===== src/rtl/vending_pkg.sv =====
// Shared vending-machine definitions: dispenser state encodings, coin indices
// and denomination values. Field order everywhere is {50,20,10,5,1}, MSB = 50.
package vending_pkg;

    localparam int N_DENOM = 5;

    // Coin index doubles as the bit position in one-hot coin vectors.
    typedef enum logic [2:0] {
        COIN_1  = 3'd0,
        COIN_5  = 3'd1,
        COIN_10 = 3'd2,
        COIN_20 = 3'd3,
        COIN_50 = 3'd4
    } coin_e;

    localparam logic [4:0] ST_IDLE   = 5'h01;
    localparam logic [4:0] ST_SELECT = 5'h02;
    localparam logic [4:0] ST_EJECT  = 5'h04;
    localparam logic [4:0] ST_GAP    = 5'h08;
    localparam logic [4:0] ST_DONE   = 5'h10;

    function automatic logic [7:0] denom_value(input coin_e c);
        case (c)
            COIN_50: denom_value = 8'd50;
            COIN_20: denom_value = 8'd20;
            COIN_10: denom_value = 8'd10;
            COIN_5:  denom_value = 8'd5;
            default: denom_value = 8'd1;
        endcase
    endfunction

endpackage


===== src/rtl/change_dispenser_if.sv =====
// Bundle between the vending FSM / coin hopper and the change dispenser.
// The master side drives requests and hopper acks; the slave is the dispenser.
interface change_dispenser_if #(
    parameter int INV_W = 4
);
    logic               start;
    logic [7:0]         amount;
    logic               abort;
    logic               refill;
    logic               eject_ack;
    logic [4:0]         eject_req;
    logic               busy;
    logic               done;
    logic               short;
    logic [7:0]         remaining;
    logic [5*INV_W-1:0] inv_flat;
    logic [4:0]         state_out;

    modport master (
        output start, amount, abort, refill, eject_ack,
        input  eject_req, busy, done, short, remaining, inv_flat, state_out
    );

    modport slave (
        input  start, amount, abort, refill, eject_ack,
        output eject_req, busy, done, short, remaining, inv_flat, state_out
    );
endinterface


===== src/rtl/coin_inventory.sv =====
// Per-denomination coin counters: bulk refill load, single-index decrement,
// and a nonzero vector the greedy selector uses to skip empty tubes.
module coin_inventory
    import vending_pkg::*;
#(
    parameter int INV_W    = 4,
    parameter int INV_INIT = 10
)(
    input  logic                     clk_i,
    input  logic                     rst_i,
    input  logic                     refill_i,
    input  logic                     dec_en_i,
    input  coin_e                    dec_idx_i,
    output logic [N_DENOM*INV_W-1:0] inv_flat_o,
    output logic [N_DENOM-1:0]       nonzero_o
);

    logic [INV_W-1:0] cnt_q [N_DENOM];
    logic [INV_W-1:0] cnt_d [N_DENOM];

    always_comb begin
        for (int i = 0; i < N_DENOM; i++) begin
            cnt_d[i] = cnt_q[i];
            if (refill_i) begin
                cnt_d[i] = INV_W'(INV_INIT);
            end else if (dec_en_i && (dec_idx_i == coin_e'(i))) begin
                cnt_d[i] = cnt_q[i] - INV_W'(1);
            end
        end
    end

    always_ff @(posedge clk_i or posedge rst_i) begin
        if (rst_i) begin
            for (int i = 0; i < N_DENOM; i++) cnt_q[i] <= INV_W'(INV_INIT);
        end else begin
            for (int i = 0; i < N_DENOM; i++) cnt_q[i] <= cnt_d[i];
        end
    end

    always_comb begin
        inv_flat_o = '0;
        nonzero_o  = '0;
        for (int i = 0; i < N_DENOM; i++) begin
            inv_flat_o[i*INV_W +: INV_W] = cnt_q[i];
            nonzero_o[i]                 = |cnt_q[i];
        end
    end

endmodule


===== src/rtl/change_dispenser.sv =====
// Greedy change dispenser: pays `amount` one coin at a time over a req/ack
// hopper handshake, flagging a shortfall when the greedy pick runs dry.
//   state  | meaning
//   IDLE   | waiting for start; refill allowed
//   SELECT | pick largest payable coin, or finish
//   EJECT  | hold one-hot eject_req until hopper ack
//   GAP    | GAP_CYC idle cycles between coins
//   DONE   | one-cycle done pulse
module change_dispenser
    import vending_pkg::*;
#(
    parameter int INV_W    = 4,
    parameter int INV_INIT = 10,
    parameter int GAP_CYC  = 2
)(
    input  logic sys_clk,
    input  logic sys_rst_n,    // active-high despite the legacy name
    change_dispenser_if.slave dsp
);

    localparam int GW = (GAP_CYC > 1) ? $clog2(GAP_CYC) : 1;

    logic [4:0]         state_q, state_d;
    logic [7:0]         rem_q, rem_d;
    logic               short_q, short_d;
    coin_e              sel_q, sel_d;
    logic [GW-1:0]      gap_q, gap_d;
    logic               dec_en, refill_en;
    logic [N_DENOM-1:0] nonzero;
    logic               found;
    coin_e              pick;

    coin_inventory #(
        .INV_W    (INV_W),
        .INV_INIT (INV_INIT)
    ) u_inv (
        .clk_i      (sys_clk),
        .rst_i      (sys_rst_n),
        .refill_i   (refill_en),
        .dec_en_i   (dec_en),
        .dec_idx_i  (sel_q),
        .inv_flat_o (dsp.inv_flat),
        .nonzero_o  (nonzero)
    );

    // Ascending scan, so the last hit is the largest payable denomination.
    always_comb begin
        found = 1'b0;
        pick  = COIN_1;
        for (int i = 0; i < N_DENOM; i++) begin
            if (nonzero[i] && (denom_value(coin_e'(i)) <= rem_q)) begin
                found = 1'b1;
                pick  = coin_e'(i);
            end
        end
    end

    always_comb begin
        state_d   = state_q;
        rem_d     = rem_q;
        short_d   = short_q;
        sel_d     = sel_q;
        gap_d     = gap_q;
        dec_en    = 1'b0;
        refill_en = 1'b0;
        case (state_q)
            ST_IDLE: begin
                if (dsp.start) begin
                    rem_d   = dsp.amount;
                    short_d = 1'b0;
                    state_d = ST_SELECT;
                end else if (dsp.refill) begin
                    refill_en = 1'b1;
                end
            end
            ST_SELECT: begin
                if (dsp.abort) begin
                    short_d = 1'b1;
                    state_d = ST_DONE;
                end else if (rem_q == 8'd0) begin
                    state_d = ST_DONE;
                end else if (found) begin
                    sel_d   = pick;
                    state_d = ST_EJECT;
                end else begin
                    short_d = 1'b1;
                    state_d = ST_DONE;
                end
            end
            ST_EJECT: begin
                // Abort outranks a same-cycle ack: the coin is not booked.
                if (dsp.abort) begin
                    short_d = 1'b1;
                    state_d = ST_DONE;
                end else if (dsp.eject_ack) begin
                    rem_d   = rem_q - denom_value(sel_q);
                    dec_en  = 1'b1;
                    gap_d   = GW'(GAP_CYC - 1);
                    state_d = ST_GAP;
                end
            end
            ST_GAP: begin
                if (dsp.abort) begin
                    short_d = 1'b1;
                    state_d = ST_DONE;
                end else if (gap_q == '0) begin
                    state_d = ST_SELECT;
                end else begin
                    gap_d = gap_q - GW'(1);
                end
            end
            ST_DONE: state_d = ST_IDLE;
            default: state_d = ST_IDLE;
        endcase
    end

    always_ff @(posedge sys_clk or posedge sys_rst_n) begin
        if (sys_rst_n) begin
            state_q <= ST_IDLE;
            rem_q   <= 8'd0;
            short_q <= 1'b0;
            sel_q   <= COIN_1;
            gap_q   <= '0;
        end else begin
            state_q <= state_d;
            rem_q   <= rem_d;
            short_q <= short_d;
            sel_q   <= sel_d;
            gap_q   <= gap_d;
        end
    end

    assign dsp.eject_req = (state_q == ST_EJECT) ? (5'b00001 << sel_q) : 5'b00000;
    assign dsp.busy      = (state_q != ST_IDLE);
    assign dsp.done      = (state_q == ST_DONE);
    assign dsp.short     = short_q;
    assign dsp.remaining = rem_q;
    assign dsp.state_out = state_q;

endmodule


===== src/flat_wrapper.sv =====
// flat-port wrapper written by rule: the top's interface ports become plain ports
module change_dispenser_flat import vending_pkg::*;
#(
    parameter int INV_W    = 4,
    parameter int INV_INIT = 10,
    parameter int GAP_CYC  = 2
)
  (sys_clk, sys_rst_n, dsp_start, dsp_amount, dsp_abort, dsp_refill, dsp_eject_ack, dsp_eject_req, dsp_busy, dsp_done, dsp_short, dsp_remaining, dsp_inv_flat, dsp_state_out);
  change_dispenser_if #(.INV_W(INV_W)) dsp_i ();
  input  logic sys_clk;
  input  logic sys_rst_n;
  input wire logic [$bits(dsp_i.start)-1:0] dsp_start;
  input wire logic [$bits(dsp_i.amount)-1:0] dsp_amount;
  input wire logic [$bits(dsp_i.abort)-1:0] dsp_abort;
  input wire logic [$bits(dsp_i.refill)-1:0] dsp_refill;
  input wire logic [$bits(dsp_i.eject_ack)-1:0] dsp_eject_ack;
  output wire logic [$bits(dsp_i.eject_req)-1:0] dsp_eject_req;
  output wire logic [$bits(dsp_i.busy)-1:0] dsp_busy;
  output wire logic [$bits(dsp_i.done)-1:0] dsp_done;
  output wire logic [$bits(dsp_i.short)-1:0] dsp_short;
  output wire logic [$bits(dsp_i.remaining)-1:0] dsp_remaining;
  output wire logic [$bits(dsp_i.inv_flat)-1:0] dsp_inv_flat;
  output wire logic [$bits(dsp_i.state_out)-1:0] dsp_state_out;
  assign dsp_i.start = dsp_start;
  assign dsp_i.amount = dsp_amount;
  assign dsp_i.abort = dsp_abort;
  assign dsp_i.refill = dsp_refill;
  assign dsp_i.eject_ack = dsp_eject_ack;
  assign dsp_eject_req = dsp_i.eject_req;
  assign dsp_busy = dsp_i.busy;
  assign dsp_done = dsp_i.done;
  assign dsp_short = dsp_i.short;
  assign dsp_remaining = dsp_i.remaining;
  assign dsp_inv_flat = dsp_i.inv_flat;
  assign dsp_state_out = dsp_i.state_out;
  change_dispenser #(.INV_W(INV_W), .INV_INIT(INV_INIT), .GAP_CYC(GAP_CYC)) u_core (.sys_clk(sys_clk), .sys_rst_n(sys_rst_n), .dsp(dsp_i));
endmodule

===== config.mk =====
export PLATFORM = sky130hd
export DESIGN_NAME = change_dispenser_flat
export DESIGN_NICKNAME = d
export VERILOG_FILES = /design/src/rtl/vending_pkg.sv /design/src/rtl/change_dispenser_if.sv /design/src/rtl/coin_inventory.sv /design/src/rtl/change_dispenser.sv /design/src/flat_wrapper.sv
export SDC_FILE = /design/constraint.sdc
export NUM_CORES = 1
export LEC_CHECK = 0
export CAP_MARGIN = 15
export CORE_UTILIZATION = 46
export DETAILED_ROUTE_END_ITERATION = 8
export PLACE_DENSITY_LB_ADDON = 0.15
export SLEW_MARGIN = 20
export SYNTH_ARGS = -nofsm -noshare
export SYNTH_HDL_FRONTEND = slang
export SYNTH_HIERARCHICAL = 1
export SYNTH_SLANG_ARGS = --single-unit

===== constraint.sdc =====
create_clock -name sys_clk -period 2.7 [get_ports sys_clk]
set_input_delay 0.27 -clock sys_clk [delete_from_list [all_inputs] [get_ports sys_clk]]
set_output_delay 0.27 -clock sys_clk [all_outputs]
set_load 0.05 [all_outputs]

==> metrics.csv, run 1 <==
metric;value;unit
worst skew pair latency;0.29;ns
relative slew slack;49.4;%
Std-Cell Rows;26;
RSZ-0062 raised after global routing;false;
Hold Crit Class;in -> async;
Post-synth EDFFs;0;
vias;2272;
Non-Filler Instances;413;
Max Root-Sink Buffers;2;
Fmax;390;MHz
Max FO, Critical Path;3;
Initial Util;47.9;%
ANT cells;0;
Routed Antenna Nets;0;
Die X;75.1;microns
post-DP HPWL;4450;microns
CP Data Required Time;2.88;ns
number of global-route vias before repair;2048;
mapped cell area;0.00246;sq mm
Final Power;3020;uW
worst-case reg-to-reg path depth;10;
Initial DRT Pass Iterations;4;
H-tree depth;2;
sequential cell area fraction in the yosys report;39.2;%
# clock sinks;38;
I/O pins;55;
post-CTS setup buffer count;0;
Avg Synthesized Cell Area;8.76;sq um
first-pass GRT wire length;9580;microns
clock root buffer;clkbuf_8;
final slew viol count;0;
Clock Skew;0.00678;ns
final hold violations;0;
final setup fails;0;
routed len/inst;14.5;microns
dpl cells;405;
Syn Inst Count;281;
Clock transition at path regs;0.07;ns
most frequent cells in the layout;clkdlybuf4s50_1, nor2_1, inv_1, dfrtp_1, o21ai_0;
Cell Pwr Density;928;mW/mm^2
final critical-path required period;2.57;ns
most common cell after layout, fill and taps aside;clkdlybuf4s50_1;
outcome;finished clean;
fill count;463;
final net count;368;
Max IR drop VDD;0.438;mV
Setup CP Type;reg -> reg;
CP Launch Type;flip-flop;
chip height;75.1;microns
flop and latch count out of synthesis;38;
Setup WS pre-CTS;0.0908;ns
vias per inst;5.50;
Port-buffer cells;54;
Core Box Area;0.00514;sq mm
total of max-cap violations;0;
WL final;6010;microns
Post-synth ARST share;100;%
initial antenna violation count;0;
DR DRC count;0;
Yosys warnings;6;
CTS tree;built;
layout cells sized above 1;14.3;%
Final GP Congestion;0.831;
largest net degree at the start of global routing;21;
Mapped Nets;307;
grt total ovfl;0;
cts repair resizes;0;
drt initial violations;93;
post-synth cell types;52;
endpoint type of the worst setup path;flip-flop;
number of buffers created by CTS;5;
Leakage;0.00133;uW
Hold Buf Count CTS;0;
Tot GR Track Use;22.7;%
crit path DAT;2.75;ns
worst slew pin tran;0.758;ns
Top FF cell, synth;dfrtp_1;
Die Area;0.00565;sq mm
Area growth syn-to-layout;32.0;%
Tcrit/Tclk final;95.1;%
PnR worst setup slack;0.133;ns
-- synth_stat cells (all sizes together) (2+ instances only) --
cell type  count  area [sq um]
a211o          5          45.0
clkbuf         8          30.0
nand3          4          20.0
xnor2          6          52.6
dfstp         11           289
nand4bb        3          33.8
or3           17           106
nand3b         3          22.5
o31ai          2          15.0
and2           4          25.0
a2bb2oi        2          23.8
nand2b         3          18.8
a22o           2          18.8
o21ai         23           115
nand2         15          56.3
o21bai         2          15.0
dfrtp         27           676
nor4           4          40.0
o31a           2          17.5
inv           27           101
a21o           3          23.8
o21a           3          22.5
or3b           5          43.8
buf            2          10.0
nor2          29           109
nor3          17          85.1
a211oi         6          50.1
a31oi          4          25.0
ha            11           138
and3           4          25.0
a21oi         15          78.8
-- per-layer routing --
metal | wire length, microns | GRT usage, % | share of wire, % | up-vias
li1 | - | - | - | 1129
met1 | 2720 | 29.5 | 45 | 1088
met2 | 2940 | 38.1 | 49 | 46
met3 | 271 | 4.95 | 4.5 | 9
met4 | 80 | 6.79 | 1.3 | 0
met5 | 0 | 0 | 0 | -
-- layout make-up --
class	count	area [sq um]	share of cell area, %
inverter	27	101	3.12
tap	70	87.6	2.70
clock buffer	8	80.1	2.46
multi-input combinational	206	1380	42.3
sequential	38	965	29.7
timing repair buffer	64	641	19.7
-- logic make-up (layout without fill, tap and decap cells) --
| logic type | after synthesis | after routing | share of synthesized area (%) |
|---|---|---|---|
| adders and majority gates | 12 | 12 | 6.41 |
| DFF | 38 | 38 | 39.2 |
| and+or+nand+nor | 114 | 114 | 25.7 |
| AOI/OAI and AO/OA | 73 | 73 | 20.4 |
| buffers and inverters | 37 | 99 | 5.74 |
| muxes | 1 | 1 | 0.407 |
| xor gates and xnor gates | 6 | 6 | 2.14 |
-- power breakdown --
group / total [uW] / switching (uW) / internal [uW] / leakage (uW)
combinational: 1750 / 1050 / 702 / 0.000823
sequential: 888 / 190 / 698 / 0.000466
clock: 378 / 194 / 184 / 0.0000395
-- worst paths after layout --
check,start,end,slack [ns]
max in group asynchronous,sys_rst_n,u_core/u_inv/inv_flat_o[18]$_DFFE_PP0P_,1.78
min,sys_rst_n,u_core/sel_q[2]$_DFFE_PP0P_,0.43
max reg2reg,u_core/sel_q[1]$_DFFE_PP0P_,u_core/dsp.remaining[6]$_DFFE_PP0P_,0.13
max,u_core/sel_q[1]$_DFFE_PP0P_,u_core/dsp.remaining[6]$_DFFE_PP0P_,0.13
min reg2reg,u_core/gap_q$_DFFE_PP0P_,u_core/dsp.state_out[1]$_DFFE_PP0P_,0.48
min in group sys_clk,u_core/gap_q$_DFFE_PP0P_,u_core/dsp.state_out[1]$_DFFE_PP0P_,0.48
-- worst max-delay path, cell delays in order, from the launching register on --
cell and delay, ns:
dfrtp_1 0.38, inv_1 0.08, or3_4 0.38, and2_1 0.18
fa_1 0.46, a211oi_2 0.21, nor2_1 0.08, or2_2 0.28
a21oi_2 0.16, a31oi_1 0.10, a2bb2oi_1 0.15
-- per-stage QoR --
stage               instance area, sq um  hold slack, ns  TNS, ns  util (%)
floorplan                           2470           0.208  -0.0774         -
global placement                    3160           0.466        0      61.4
detailed placement                  3160           0.475        0      61.4
CTS                                 3240           0.447        0      63.0
global route                        3250           0.490        0      63.2
finish                              3250           0.428        0      63.2
-- state kept, by name (all words and copies together) (netlist names) --
register / count
u_core/dsp.state_out: 5
u_core/sel_q: 3
u_core/dsp.short: 1
u_core/dsp.remaining: 8
u_core/gap_q: 1
u_core/u_inv/inv_flat_o: 20
Note: power is estimated with default switching activity, not from simulation.
==> run 2, diff against run 1 <==
Settings changed: CORE_MARGIN set to 8, CTS_CLUSTER_DIAMETER set to 80, CTS_CLUSTER_SIZE set to 20.
==> metrics.csv, run 2 (synthesis gave the netlist of run 1 again) <==
metric;value;unit;change
outcome;finished clean;;unchanged
first-pass GRT wire length;10200;microns;was 9580 microns
final hold violations;0;;unchanged
Tcrit/Tclk final;94.5;%;was 95.1%
CP Data Required Time;2.90;ns;was 2.88 ns
vias;2235;;was 2,272
total of max-cap violations;0;;unchanged
sequential cell area;965;sq um;unchanged
Final Util;63.1;%;was 63.2%
H-tree depth;2;;unchanged
Gate power share;57.7;%;was 58.0%
post-CTS setup buffer count;0;;unchanged
DR DRC count;0;;unchanged
initial antenna violation count;0;;unchanged
CTS tree;built;;unchanged
final std cell area, no fill;0.00324;sq mm;was 0.00325 sq mm
Core Box Area;0.00514;sq mm;unchanged
Initial DRT Pass Iterations;4;;unchanged
Final GP Congestion;0.851;;was 0.831
Max Root-Sink Buffers;2;;unchanged
Tot GR Track Use;16.4;%;was 22.7%
clock root buffer;clkbuf_8;;unchanged
Setup CP Type;reg -> reg;;unchanged
final setup fails;0;;unchanged
Clk pwr share;12.8;%;was 12.5%
final slew viol count;0;;unchanged
Std-Cell Rows;26;;unchanged
Area growth syn-to-layout;31.8;%;was 32.0%
CP Launch Type;flip-flop;;unchanged
relative slew slack;49.1;%;was 49.4%
crit path DAT;2.75;ns;about the same
ANT cells;0;;unchanged
Switch Pwr;1430;uW;about the same
final critical-path required period;2.55;ns;was 2.57 ns
worst slew pin tran;0.763;ns;was 0.758 ns
WL final;6180;microns;was 6010 microns
cell internal pwr;1580;uW;about the same
fill count;472;;was 463
Reg power frac;29.5;%;was 29.4%
setup TNS;0;ns;unchanged
drt initial violations;99;;was 93
number of buffers created by CTS;5;;unchanged
Die X;89.1;microns;was 75.1 microns
Port-buffer cells;54;;unchanged
Routed Antenna Nets;0;;unchanged
post-DP HPWL;4670;microns;was 4450 microns
grt total ovfl;0;;unchanged
Leakage;0.00133;uW;about the same
routed len/inst;15.0;microns;was 14.5 microns
endpoint type of the worst setup path;flip-flop;;unchanged
most common cell after layout, fill and taps aside;clkdlybuf4s50_1;;unchanged
Placement Cell Area;0.00316;sq mm;unchanged
final net count;368;;unchanged
final hold slack;0.401;ns;was 0.428 ns
chip height;89.1;microns;was 75.1 microns
number of global-route vias before repair;2117;;was 2,048
worst skew pair latency;0.30;ns;was 0.29 ns
Clock transition at path regs;0.08;ns;was 0.07 ns
Cell Pwr Density;928;mW/mm^2;about the same
area of the multi-input gates;0.00137;sq mm;was 0.00138 sq mm
Fmax;392;MHz;was 390 MHz
Setup WS pre-CTS;0.139;ns;was 0.0908 ns
PnR worst setup slack;0.148;ns;was 0.133 ns
vias per inst;5.41;;was 5.50
Sw Share;47.6;%;was 47.5%
Clock Skew;0.0150;ns;was 0.00678 ns
layout cells sized above 1;14.0;%;was 14.3%
Die Area;0.00795;sq mm;was 0.00565 sq mm
number of flip-flops in the largest register;20;;unchanged
Hold Crit Class;in -> async;;unchanged
largest net degree at the start of global routing;21;;unchanged
Max FO, Critical Path;3;;unchanged
most frequent cells in the layout;clkdlybuf4s50_1, nor2_1, inv_1, dfrtp_1, o21ai_0;;unchanged
# clock sinks;38;;unchanged
I/O pins;55;;unchanged
Max IR drop VDD;0.488;mV;was 0.438 mV
Initial Util;47.9;%;unchanged
-- run 2: cell counts in the layout (fill, tap and decap cells not counted) --
Identical to the previous run, type by type.
-- run 2: metrics by stage --
stage / std cells / power [uW]
after floorplan: 281 / 2090
after global placement: 405 / 2590
after detailed placement: 405 / 2610
after CTS: 413 / 3000
after global routing: 413 / 3220
final: 413 / 3010
-- run 2: layer usage --
metal  share of wire (%)  global-route usage (%)  wire length, microns  vias to the layer above
met5                   0                       0                     0                        -
li1                    -                       -                     -                     1126
met1                  45                    19.9                  2780                     1043
met2                  48                    27.3                  2990                       60
met4                 1.1                    5.44                    68                        0
met3                 5.4                    4.41                   335                        6
-- run 2: worst max-delay path, stage by stage (launching register included) --
cell	delay (ns)
dfrtp_1	0.38
inv_1	0.08
or3_4	0.38
and2_1	0.18
fa_1	0.45
a211oi_1	0.22
nor2_1	0.08
or2_2	0.29
a21oi_2	0.15
a31oi_1	0.10
a2bb2oi_1	0.15
-- run 2: what timing repair did --
item | CTS | global route
resized for setup | 0 | 2
endpoints found under the setup margin | 0 | 2
endpoints found under the hold margin | 0 | 0
hold buffers | 0 | 0
-- run 2: layout make-up --
cell class	count	area share, %
Clock buffer	8	2.47
Inverter	27	3.12
Multi-Input combinational cell	206	42.2
Sequential cell	38	29.7
Tap cell	70	2.70
Timing Repair Buffer	64	19.7
-- run 2: worst paths after layout --
path	start	end	slack, ns	cells after the start
worst max-delay path	u_core/sel_q[1]$_DFFE_PP0P_	u_core/dsp.remaining[6]$_DFFE_PP0P_	0.15	10
max in group asynchronous	sys_rst_n	u_core/u_inv/inv_flat_o[18]$_DFFE_PP0P_	1.78	2
worst min-delay path	sys_rst_n	u_core/sel_q[0]$_DFFE_PP0P_	0.40	2
min in group sys_clk	u_core/gap_q$_DFFE_PP0P_	u_core/dsp.state_out[1]$_DFFE_PP0P_	0.50	1
worst max register to register	u_core/sel_q[1]$_DFFE_PP0P_	u_core/dsp.remaining[6]$_DFFE_PP0P_	0.15	10
worst min register to register	u_core/gap_q$_DFFE_PP0P_	u_core/dsp.state_out[1]$_DFFE_PP0P_	0.50	1
-- run 2: power by group through the flow --
stage / clock network, uW / logic, uW / registers (uW)
2_1_floorplan: 0 / 888 / 1200
3_3_place_gp: 0 / 1700 / 891
3_5_place_dp: 0 / 1710 / 896
4_1_cts: 396 / 1720 / 886
5_1_grt: 414 / 1890 / 914
6_report: 384 / 1740 / 888
